**config.mk**
```make
export PLATFORM = sky130hd
export DESIGN_NAME = pipeline_subtractor
export DESIGN_NICKNAME = d
export VERILOG_FILES = /design/src/rtl/pipeline_subtractor.sv
export SDC_FILE = /design/constraint.sdc
export NUM_CORES = 1
export LEC_CHECK = 0
export ABC_AREA = 1
export BUFFER_PORTS_ARGS = -buffer_cell sky130_fd_sc_hd__buf_4
export CAP_MARGIN = 20
export CORE_ASPECT_RATIO = 0.75
export CORE_MARGIN = 2
export CORE_UTILIZATION = 45
export CTS_BUF_LIST = sky130_fd_sc_hd__clkbuf_8
export DETAILED_ROUTE_END_ITERATION = 6
export PLACE_DENSITY = 0.71
export SYNTH_ARGS = -nofsm -noshare
export SYNTH_HDL_FRONTEND = slang
export SYNTH_SLANG_ARGS = --single-unit
```
**constraint.sdc**
```tcl
create_clock -name clk -period 6 [get_ports clk]
set_input_delay 0.6 -clock clk [delete_from_list [all_inputs] [get_ports clk]]
set_output_delay 0.6 -clock clk [all_outputs]
set_load 0.05 [all_outputs]
```
**src/rtl/pipeline_subtractor.sv**
```systemverilog
// ---------------------------------------------------------------------------
// pipeline_subtractor
//
// Four-stage pipelined unsigned subtractor: d = (a - b - bi) mod 2^WIDTH,
// bo = 1 when a < b + bi. The operands are cut into four C = WIDTH/4 bit
// chunks. Stage k subtracts chunk k using the borrow registered by stage
// k-1, so the longest combinational path is a single C-bit subtract.
// Upper operand chunks are skewed in, and lower result chunks are deskewed
// out, so that every chunk of a result lands on d on the same edge.
//
// Ports
//   clk        rising-edge clock
//   rst        asynchronous active-high reset, clears every register
//   en         pipeline advance enable; 0 holds all registers
//   in_valid   a/b/bi carry an operation this cycle
//   a, b       unsigned minuend / subtrahend, WIDTH bits
//   bi         borrow-in
//   d          registered difference
//   bo         registered borrow-out
//   out_valid  registered, marks d/bo as holding a result
//
// Latency is four enabled edges. A new operation is accepted every enabled
// cycle. WIDTH must be a multiple of 4 and at least 8.
// ---------------------------------------------------------------------------
module pipeline_subtractor #(
    parameter int WIDTH = 32
) (
    input  logic             clk,
    input  logic             rst,
    input  logic             en,
    input  logic             in_valid,
    input  logic [WIDTH-1:0] a,
    input  logic [WIDTH-1:0] b,
    input  logic             bi,
    output logic [WIDTH-1:0] d,
    output logic             bo,
    output logic             out_valid
);

    localparam int C = WIDTH / 4;

    // One chunk of the subtract. The extra MSB of the (C+1)-bit result is
    // the borrow: it is set exactly when x < y + bin.
    function automatic logic [C:0] sub_chunk(input logic [C-1:0] x,
                                             input logic [C-1:0] y,
                                             input logic         bin);
        return {1'b0, x} - {1'b0, y} - {{C{1'b0}}, bin};
    endfunction

    logic [3*C-1:0] a_hi_p0, b_hi_p0;
    logic [C-1:0]   d_lo_p0;
    logic           br_p0, vld_p0;

    logic [2*C-1:0] a_hi_p1, b_hi_p1;
    logic [2*C-1:0] d_lo_p1;
    logic           br_p1, vld_p1;

    logic [C-1:0]   a_hi_p2, b_hi_p2;
    logic [3*C-1:0] d_lo_p2;
    logic           br_p2, vld_p2;

    logic [C:0]     s0, s1, s2, s3;

    assign s0 = sub_chunk(a[C-1:0],          b[C-1:0],          bi);
    assign s1 = sub_chunk(a_hi_p0[C-1:0],    b_hi_p0[C-1:0],    br_p0);
    assign s2 = sub_chunk(a_hi_p1[C-1:0],    b_hi_p1[C-1:0],    br_p1);
    assign s3 = sub_chunk(a_hi_p2,           b_hi_p2,           br_p2);

    always_ff @(posedge clk or posedge rst) begin
        if (rst) begin
            a_hi_p0   <= '0;
            b_hi_p0   <= '0;
            d_lo_p0   <= '0;
            br_p0     <= 1'b0;
            vld_p0    <= 1'b0;
            a_hi_p1   <= '0;
            b_hi_p1   <= '0;
            d_lo_p1   <= '0;
            br_p1     <= 1'b0;
            vld_p1    <= 1'b0;
            a_hi_p2   <= '0;
            b_hi_p2   <= '0;
            d_lo_p2   <= '0;
            br_p2     <= 1'b0;
            vld_p2    <= 1'b0;
            d         <= '0;
            bo        <= 1'b0;
            out_valid <= 1'b0;
        end else if (en) begin
            // Stage 0: chunk 0, upper three chunks skewed by one level
            a_hi_p0   <= a[WIDTH-1:C];
            b_hi_p0   <= b[WIDTH-1:C];
            d_lo_p0   <= s0[C-1:0];
            br_p0     <= s0[C];
            vld_p0    <= in_valid;

            // Stage 1: chunk 1, chunk 0 result carried along
            a_hi_p1   <= a_hi_p0[3*C-1:C];
            b_hi_p1   <= b_hi_p0[3*C-1:C];
            d_lo_p1   <= {s1[C-1:0], d_lo_p0};
            br_p1     <= s1[C];
            vld_p1    <= vld_p0;

            // Stage 2: chunk 2
            a_hi_p2   <= a_hi_p1[2*C-1:C];
            b_hi_p2   <= b_hi_p1[2*C-1:C];
            d_lo_p2   <= {s2[C-1:0], d_lo_p1};
            br_p2     <= s2[C];
            vld_p2    <= vld_p1;

            // Stage 3: chunk 3, all chunks meet on the output register
            d         <= {s3[C-1:0], d_lo_p2};
            bo        <= s3[C];
            out_valid <= vld_p2;
        end
    end

endmodule

```
# --- Word-level counts from Yosys, hierarchy flattened ---
# Cells that the tools add are included.
totals:
  ff_bits: 184
  inputBits: 69
op_classes:
  addsub: 8
op_table:
  columns: ["operator", "n"]
  rows:
  - ["8-bit by 8-bit subtractor with 9-bit output", 4]
  - ["9-bit by 1-bit subtractor with 9-bit output", 4]

# --- Longest topological paths before layout ---
# Gate-level depths: netlist of the first run.
logic_depth:
  depth_word: 2
  mapped_depth: 12
  ltp_nobuf: 12

# --- Least setup slack after synthesis of the first run ---
# No wires, ideal clock.
synth_timing:
  kind: "input port to flip-flop"
  from: "input b[0]"
  to: "register d_lo_p0[7]"
  arrival_time_ns: 1.845
  required_time_ns: 5.883
  setup_slack_ns: 4.038
  path_stages: 10
  path_buffers: 0
  cell_sequence: "inv_1 fa_1 inv_1 ha_1 o21ai_0 nand2_1 nand2_1 nand3_1 nand3_1 nand2_1"
synth_between:
  elab_chain_cells: 2
synth_lines:
  columns: ["item", "line_no", "rtl"]
  rows:
  - ["from (decl)", "33", "input logic [WIDTH-1:0] b,"]
  - ["8-bit by 8-bit subtractor with 9-bit output", "47", "return {1'b0, x} - {1'b0, y} - {{C{1'b0}}, bin};"]
  - ["9-bit by 1-bit subtractor with 9-bit output", "47", null]
  - ["to (signal assigned)", "93", "d_lo_p0 <= s0[C-1:0];"]
  - ["to (decl)", "51", "logic [C-1:0] d_lo_p0;"]
# Every way passes these cells.
# A chain may end at the register's enable or synchronous reset.

# --- Worst setup path in the final report of the first run ---
layout_timing:
  from: "input en"
  to: "register d_lo_p1[11]"
layout_lines:
  columns: ["item", "line_no", "rtl"]
  rows:
  - ["from (decl)", "30", "input logic en,"]
  - ["to (signal assigned)", "100", "d_lo_p1 <= {s1[C-1:0], d_lo_p0};"]
  - ["to (decl)", "55", "logic [2*C-1:0] d_lo_p1;"]
# No word-level cell between the ends.

==> run metrics, run 1 <==
dpl cells=1395; wire per inst=11.7 um; Hold Fails Final Rpt=0; post-synthesis sequential area ratio=50.7%; die area=0.0213 mm^2; post-DP HPWL=11300 um; Cell Area, Synth=0.00907 mm^2; post-CTS sizing=0; clk sink count=184; leakage power=0.00568 uW; Die H=127 um; CP endpoint kind=flip-flop; Yosys warning total=0; Max Cap Viol=0; DRC viols=0; Post-CTS Setup Bufs=0; Worst VDD drop=0.139 mV; initial core utilization=46.4%; Post-CTS Hold Buffers=0; WP data arrival=2.50 ns; Fillers=1862; r2r startpoint=a_hi_p0[0]$_DFFE_PP0P_; Pwr Density=358 mW/mm^2; largest net degree at the start of global routing=118; CP Max Fanout=108; final std cells w/o fill=1427; Slew Limit Fails=0; first-iteration detailed-routing DRC count=441; fraction of layout cells with a size suffix above 1=12.4%; #FFs+latches synth=184; Max stage delay cell, worst path=buf_4; diode count=0; Comb pwr share=31.7%; IO buf count=102; Tcrit/Tclk final=36.7%; syn nets=1210; fin nets=1294; H-tree depth=4; # IOs=103; Tmin final=2.20 ns; Final ANT Viol Nets=0; register area=0.00460 mm^2; reg2reg end=br_p1$_DFFE_PP0P_; CTS tree=built; Vias/cell=4.58; r2r setup slk=3.94 ns; crit path capture=d_lo_p1[11]$_DFFE_PP0P_; Clk Tree Root Cell=clkbuf_8; first-pass GRT wire length=29000 um; Die W=168 um; insertion delay to the later sink of the worst-skew pair=0.46 ns; vias in the first global route=6279; Hold Path Class=in2async; RSZ-0062 raised after global routing=no; clock power share=25.1%; gr ovfl total=0; Synth Area in Simple Gates=19.4%; largest family of logic cells by synthesized area=simple AND/OR/NAND/NOR gates; multiplexer share of the synthesized area=0%; CTS clk-pin slew, worst paths=0.10 ns; Syn Area/Cell=8.43 um^2; Slew HR=40.6%; maximum clock rate=454 MHz; commonest non-fill, non-tap cell in the layout=nand2_1; Critical Path Source=en; most frequent cells in the layout=nand2_1 (403), inv_1 (189), dfrtp_1 (184); GP Congestion=0.804; worst path cell trace=buf_6, inv_6, buf_4, o21ai_0; area of the multi-input gates=0.00342 mm^2; TritonRoute pass-1 iters=5; worst clock skew=0.0123 ns; # rows=44; cell count after synthesis=1077; Synth Area in Compound Gates=7.62%; setup tns final=0 ns; share of the synthesized area in the top cell type=50.7%; status=finished clean; clk buf depth=2; Synth-to-Final Area Change=13.4%; Final Setup Violations=0; XOR/XNOR Fraction of Synth Area=1.16%; sequential fraction of design power=43.3%; area leader, netlist=dfrtp_1; nature of the critical path startpoint=input port; antenna violations before repair=0; Worst Max-Slew Pin Slew=0.891 ns; type of the worst setup path=in2reg; WL final=16700 um; synth top area cells=dfrtp_1 (51%), nand2_1 (17%), inv_1 (7.8%); Switch Pwr=1330 uW; Sw Ratio=36.2%; All-Layer GR Usage=16.7%; CP peak stage delay=0.79 ns; CTS buffer count=17; via count=6537; cell-internal power=2350 uW; Yosys cell types=22; CP Data Required Time=6.29 ns; R2R depth=10; Post-Synth Adder-Cell Area=9.49%; core area=0.0195 mm^2
-- final cells by class --
cell class | instances | area share, %
clock buffers | 18 | 2.41
clock inverters | 14 | 1.90
inverters | 189 | 7.01
multi-input cells | 664 | 33.2
flip-flops and latches | 184 | 44.7
well taps | 253 | 3.08
repair buffers | 105 | 7.69
-- metal layers --
layer | vias up | part of all wire [%] | global-route usage, %
li1 | 3426 | - | -
met1 | 2985 | 53 | 24.9
met2 | 115 | 42 | 24.6
met3 | 11 | 4.2 | 3.66
met4 | 0 | 0.77 | 4.60
met5 | - | 0 | 0
-- power groups by stage --
stage               Combinational (uW)  Clock, uW  Sequential, uW
floorplan                          643          0            1840
global placement                  1140          0            1620
detailed placement                1180          0            1620
CTS                               1180        949            1600
global route                      1330       1000            1620
finish                            1170        924            1590
-- registers in the layout, summed over array words and instances (netlist names), 8 cells and up --
signal and count:
d_lo_p0 8, b_hi_p1 16, d 32, a_hi_p1 16
d_lo_p1 16, b_hi_p2 8, a_hi_p2 8, d_lo_p2 24
a_hi_p0 24, b_hi_p0 24
-- cells by family (layout without fill, tap and decap cells) --
kind of cell,Yosys count,count (layout)
AO/OA/AOI/OAI,133,133
XOR/XNOR,12,12
adder cells (fa/ha/maj),64,64
buffers and inverters,229,326
flip-flops,184,184
AND/OR/NAND/NOR,455,455
-- per-stage QoR --
stage / worst slack (ns) / util [%] / instance area [um^2] / total power, uW / hold WS (ns)
floorplan: 0.400 / - / 9070 / 2480 / 0.442
detailed placement: 3.31 / 50.4 / 9850 / 2800 / 0.459
global placement: 3.40 / 50.4 / 9850 / 2760 / 0.453
global route: 3.66 / 52.7 / 10300 / 3950 / 0.312
finish: 3.80 / 52.7 / 10300 / 3690 / 0.261
CTS: 3.83 / 52.7 / 10300 / 3730 / 0.303
-- worst min path at each step --
stage                            startpoint                 endpoint  slack, ns
detailed placement   b_hi_p0[8]$_DFFE_PP0P_   b_hi_p0[8]$_DFFE_PP0P_       0.46
CTS                                     rst   b_hi_p1[8]$_DFFE_PP0P_       0.30
global placement     d_lo_p1[0]$_DFFE_PP0P_   d_lo_p1[0]$_DFFE_PP0P_       0.45
finish                                  rst   b_hi_p2[3]$_DFFE_PP0P_       0.26
global route                          b[18]  b_hi_p0[10]$_DFFE_PP0P_       0.31
floorplan           a_hi_p0[10]$_DFFE_PP0P_  a_hi_p0[10]$_DFFE_PP0P_       0.44
-- synthesized netlist by cell type --
master,n
clkbuf_2,5
buf_6,21
dfrtp_1,184
a21oi_1,9
xnor2_1,12
fa_1,8
inv_6,1
o21ai_2,6
nand3_1,30
nand3b_1,2
buf_8,1
inv_1,188
nor2_1,18
o21ai_1,29
a31oi_1,3
ha_1,56
buf_2,6
clkbuf_1,5
or2_2,2
o21ai_0,86
nand2_1,403
buf_4,2
-- critical path: cells and delay by family --
kind | cells | cell delay, ns
buf+inv | 3 | 1.55
compound gates | 1 | 0.24
(Power assumes the default switching activity.)
==> inputs of run 2 (changes only) <==
Settings changed: ABC_AREA 1 to 0, PLACE_DENSITY 0.71 to 0.69.
Clock period 6 ns to 2.2 ns, I/O delays scaled along.
==> run 2 against run 1 <==
Non-clock buffer count increased by 61. Worst hold slack worse by 0.17 ns. Count of clock-buffer cells in the layout stayed put. Sequential share of layout area is 2.5 points lower. Global-route usage shrank 1.0 points. Sequential power increased to 3.0 times the previous value.
==> run metrics, run 2 <==
antenna violations before repair=0 (unchanged); Final Setup Violations=0 (unchanged); Fillers=1654 (was 1862); cell count after synthesis=721 (was 1077); wire per inst=13.1 um (was 11.7 um); Max stage delay cell, worst path=fa_1 (was buf_4); leakage power=0.00503 uW (was 0.00568 uW); Worst Max-Slew Pin Slew=0.507 ns (was 0.891 ns); clk sink count=184 (unchanged); type of the worst setup path=reg2reg (was in2reg); core area=0.0193 mm^2 (was 0.0195 mm^2); via count=5484 (was 6537); Async SR Flop Fraction=100% (unchanged); IO buf count=102 (unchanged); post-synthesis sequential area ratio=52.1% (was 50.7%); area of the multi-input gates=0.00380 mm^2 (was 0.00342 mm^2); Yosys warning total=0 (unchanged); Post-synth top cells=dfrtp_1 (184), mux2_2 (143), inv_1 (92) (was nand2_1 (403), inv_1 (188), dfrtp_1 (184)); Synth Area in Compound Gates=6.34% (was 7.62%); vias in the first global route=5635 (was 6279); Sw Ratio=37.1% (was 36.2%); GP Congestion=0.785 (was 0.804); initial core utilization=45.7% (was 46.4%); Max Cap Viol=0 (unchanged); insertion delay to the later sink of the worst-skew pair=0.46 ns (about the same); CP Max Fanout=2 (was 108); Reg with most FFs=d (unchanged); most frequent cells in the layout=dfrtp_1 (184), mux2_2 (143), buf_4 (110) (was nand2_1 (403), inv_1 (189), dfrtp_1 (184)); Vias/cell=4.79 (was 4.58); commonest non-fill, non-tap cell in the layout=dfrtp_1 (was nand2_1); Area after DPL=0.00997 mm^2 (was 0.00985 mm^2); Slew Limit Fails=0 (unchanged); worst path cell trace=inv_1, fa_2, inv_1, fa_1, and3b_1, o211ai_1, mux2_2, o211ai_1 (was buf_6, inv_6, buf_4, o21ai_0); RSZ-0062 raised after global routing=no (unchanged); fin nets=1013 (was 1294); TritonRoute pass-1 iters=4 (was 5); synth top area cells=dfrtp_1 (52%), mux2_2 (18%), ha_1 (7.9%) (was dfrtp_1 (51%), nand2_1 (17%), inv_1 (7.8%)); post-route cell area=0.0109 mm^2 (was 0.0103 mm^2); All-Layer GR Usage=15.7% (was 16.7%); first-pass GRT wire length=26900 um (was 29000 um); nature of the critical path startpoint=flip-flop (was input port); largest net degree at the start of global routing=66 (was 118); #FFs+latches synth=184 (unchanged); Worst VDD drop=0.701 mV (was 0.139 mV); CTS buffer count=17 (unchanged); fraction of layout cells with a size suffix above 1=34.5% (was 12.4%); Clk Tree Root Cell=clkbuf_8 (unchanged); sequential fraction of design power=41.3% (was 43.3%); gr ovfl total=0 (unchanged); CTS clk-pin slew, worst paths=0.10 ns (about the same); Comb pwr share=38.9% (was 31.7%); CP endpoint kind=flip-flop (unchanged); status=finished clean (unchanged); Tcrit/Tclk final=96.1%; # IOs=103 (unchanged); maximum clock rate=473 MHz; Cell Area, Synth=0.00884 mm^2 (was 0.00907 mm^2); Tmin final=2.11 ns; dominant cell by count in the synthesized netlist=dfrtp_1 (was nand2_1); Hold Fails Final Rpt=0 (unchanged); clk buf depth=2 (unchanged); XOR/XNOR Fraction of Synth Area=2.28% (was 1.16%); # rows=44 (unchanged); CTS tree=built (unchanged); H-tree depth=4 (unchanged); WL final=15100 um (was 16700 um); CP top delay family=adder cells (was buffers and inverters); CP peak stage delay=0.39 ns (was 0.79 ns); cell-internal power=7250 uW (was 2350 uW); Main synth FF type=dfrtp_1 (unchanged); share of the synthesized area in the top cell type=52.1% (was 50.7%); DRC viols=0 (unchanged); die area=0.0208 mm^2 (was 0.0213 mm^2); CP bufs+invs=2 (was 3); Synth Area in Simple Gates=5.56% (was 19.4%); WP data arrival=2.50 ns (about the same); Post-synth EDFFs=0 (unchanged); worst clock skew=0.0114 ns (was 0.0123 ns); Synth-to-Final Area Change=23.5% (was 13.4%); area leader, netlist=dfrtp_1 (unchanged); Syn Area/Cell=12.3 um^2 (was 8.43 um^2); multiplexer share of the synthesized area=18.7% (was 0%); Final ANT Viol Nets=0 (unchanged); Hold Slack=0.0940 ns (was 0.261 ns); Die H=125 um (was 127 um); CP Data Required Time=2.58 ns (was 6.29 ns); Hold Path Class=in2reg (was in2async); register area=0.00460 mm^2 (unchanged); Die W=166 um (was 168 um); post-DP HPWL=10400 um (was 11300 um); Yosys cell types=38 (was 22); largest family of logic cells by synthesized area=multiplexers (was simple AND/OR/NAND/NOR gates); syn nets=854 (was 1210); diode count=0 (unchanged); clock power share=19.8% (was 25.1%); Post-Synth Adder-Cell Area=9.74% (was 9.49%); Switch Pwr=4270 uW (was 1330 uW); max reg flops=32 (unchanged); first-iteration detailed-routing DRC count=294 (was 441); Slew HR=66.2% (was 40.6%); Pwr Density=1060 mW/mm^2 (was 358 mW/mm^2)
==> run 2: through the flow <==
| step | utilization, % | total power (uW) | setup WS, ns | TNS [ns] | std cells |
|---|---|---|---|---|---|
| finish | 56.5 | 11500 | 0.0860 | 0 | 1146 |
| global route | 56.5 | 12400 | 0.0112 | 0 | 1146 |
| CTS | 56.3 | 11700 | 0.0110 | 0 | 1146 |
| detailed placement | 51.6 | 9250 | -0.0197 | -0.0197 | 1064 |
| global placement | 51.6 | 9150 | 0.0199 | 0 | 1064 |
| floorplan | - | 8020 | -0.385 | -70.75 | 721 |
==> run 2: worst paths after layout <==
kind	start	to	slack [ns]	cells after the start
worst max-delay path	b_hi_p2[0]$_DFFE_PP0P_	bo$_DFFE_PP0P_	0.09	8
worst min-delay path	a[1]	d_lo_p0[0]$_DFFE_PP0P_	0.09	3
worst max register to register	b_hi_p2[0]$_DFFE_PP0P_	bo$_DFFE_PP0P_	0.09	8
worst min register to register	a_hi_p0[10]$_DFFE_PP0P_	a_hi_p1[2]$_DFFE_PP0P_	0.49	2
max in group asynchronous	rst	d_lo_p1[13]$_DFFE_PP0P_	1.09	5
min in group asynchronous	rst	a_hi_p0[8]$_DFFE_PP0P_	0.35	3
==> run 2: layout make-up <==
type | instances | area share [%]
Tap cell | 253 | 2.90
Clock buffer | 18 | 2.27
Multi-Input combinational cell | 419 | 34.8
Inverter | 92 | 3.20
Sequential cell | 184 | 42.2
Clock inverter | 14 | 1.44
Timing Repair Buffer | 166 | 13.2
==> run 2: routing by layer <==
metal  global-route usage, %  share of wire, %  vias up
li1                        -                 -     2775
met3                    3.58               3.0       14
met5                       0                 0        -
met4                    4.81               1.3        0
met1                    22.2                50     2622
met2                    24.2                45       73
==> run 2: logic make-up after synthesis <==
family / after synthesis
flip-flops: 184
multiplexers: 147
buffers and inverters: 118
AO/OA/AOI/OAI: 93
AND/OR/NAND/NOR: 92
adder cells (fa/ha/maj): 64
XOR/XNOR: 23
==> run 2: what timing repair did <==
item	in CTS	in global routing
hold endpoints to repair	66	0
setup buffers	0	0
endpoints found under the setup margin	1	12
resized for setup	1	11
cloned	0	0
hold buffers	50	0
==> run 2: worst register-to-register path: cells and delay by family (launching register included) <==
kind | cells | cell delay (ns)
flip-flops | 1 | 0.37
buffers and inverters | 2 | 0.17
AO/OA/AOI/OAI | 2 | 0.31
multiplexers | 1 | 0.36
adder cells (fa/ha/maj) | 2 | 0.61
AND/OR/NAND/NOR | 1 | 0.21
==> run 2: power by group through the flow <==
stage / clock network [uW] / logic, uW / registers [uW]
2_1_floorplan: 0 / 2260 / 5750
3_3_place_gp: 0 / 4330 / 4820
3_5_place_dp: 0 / 4410 / 4840
4_1_cts: 2380 / 4500 / 4770
5_1_grt: 2540 / 4920 / 4890
6_report: 2290 / 4480 / 4750
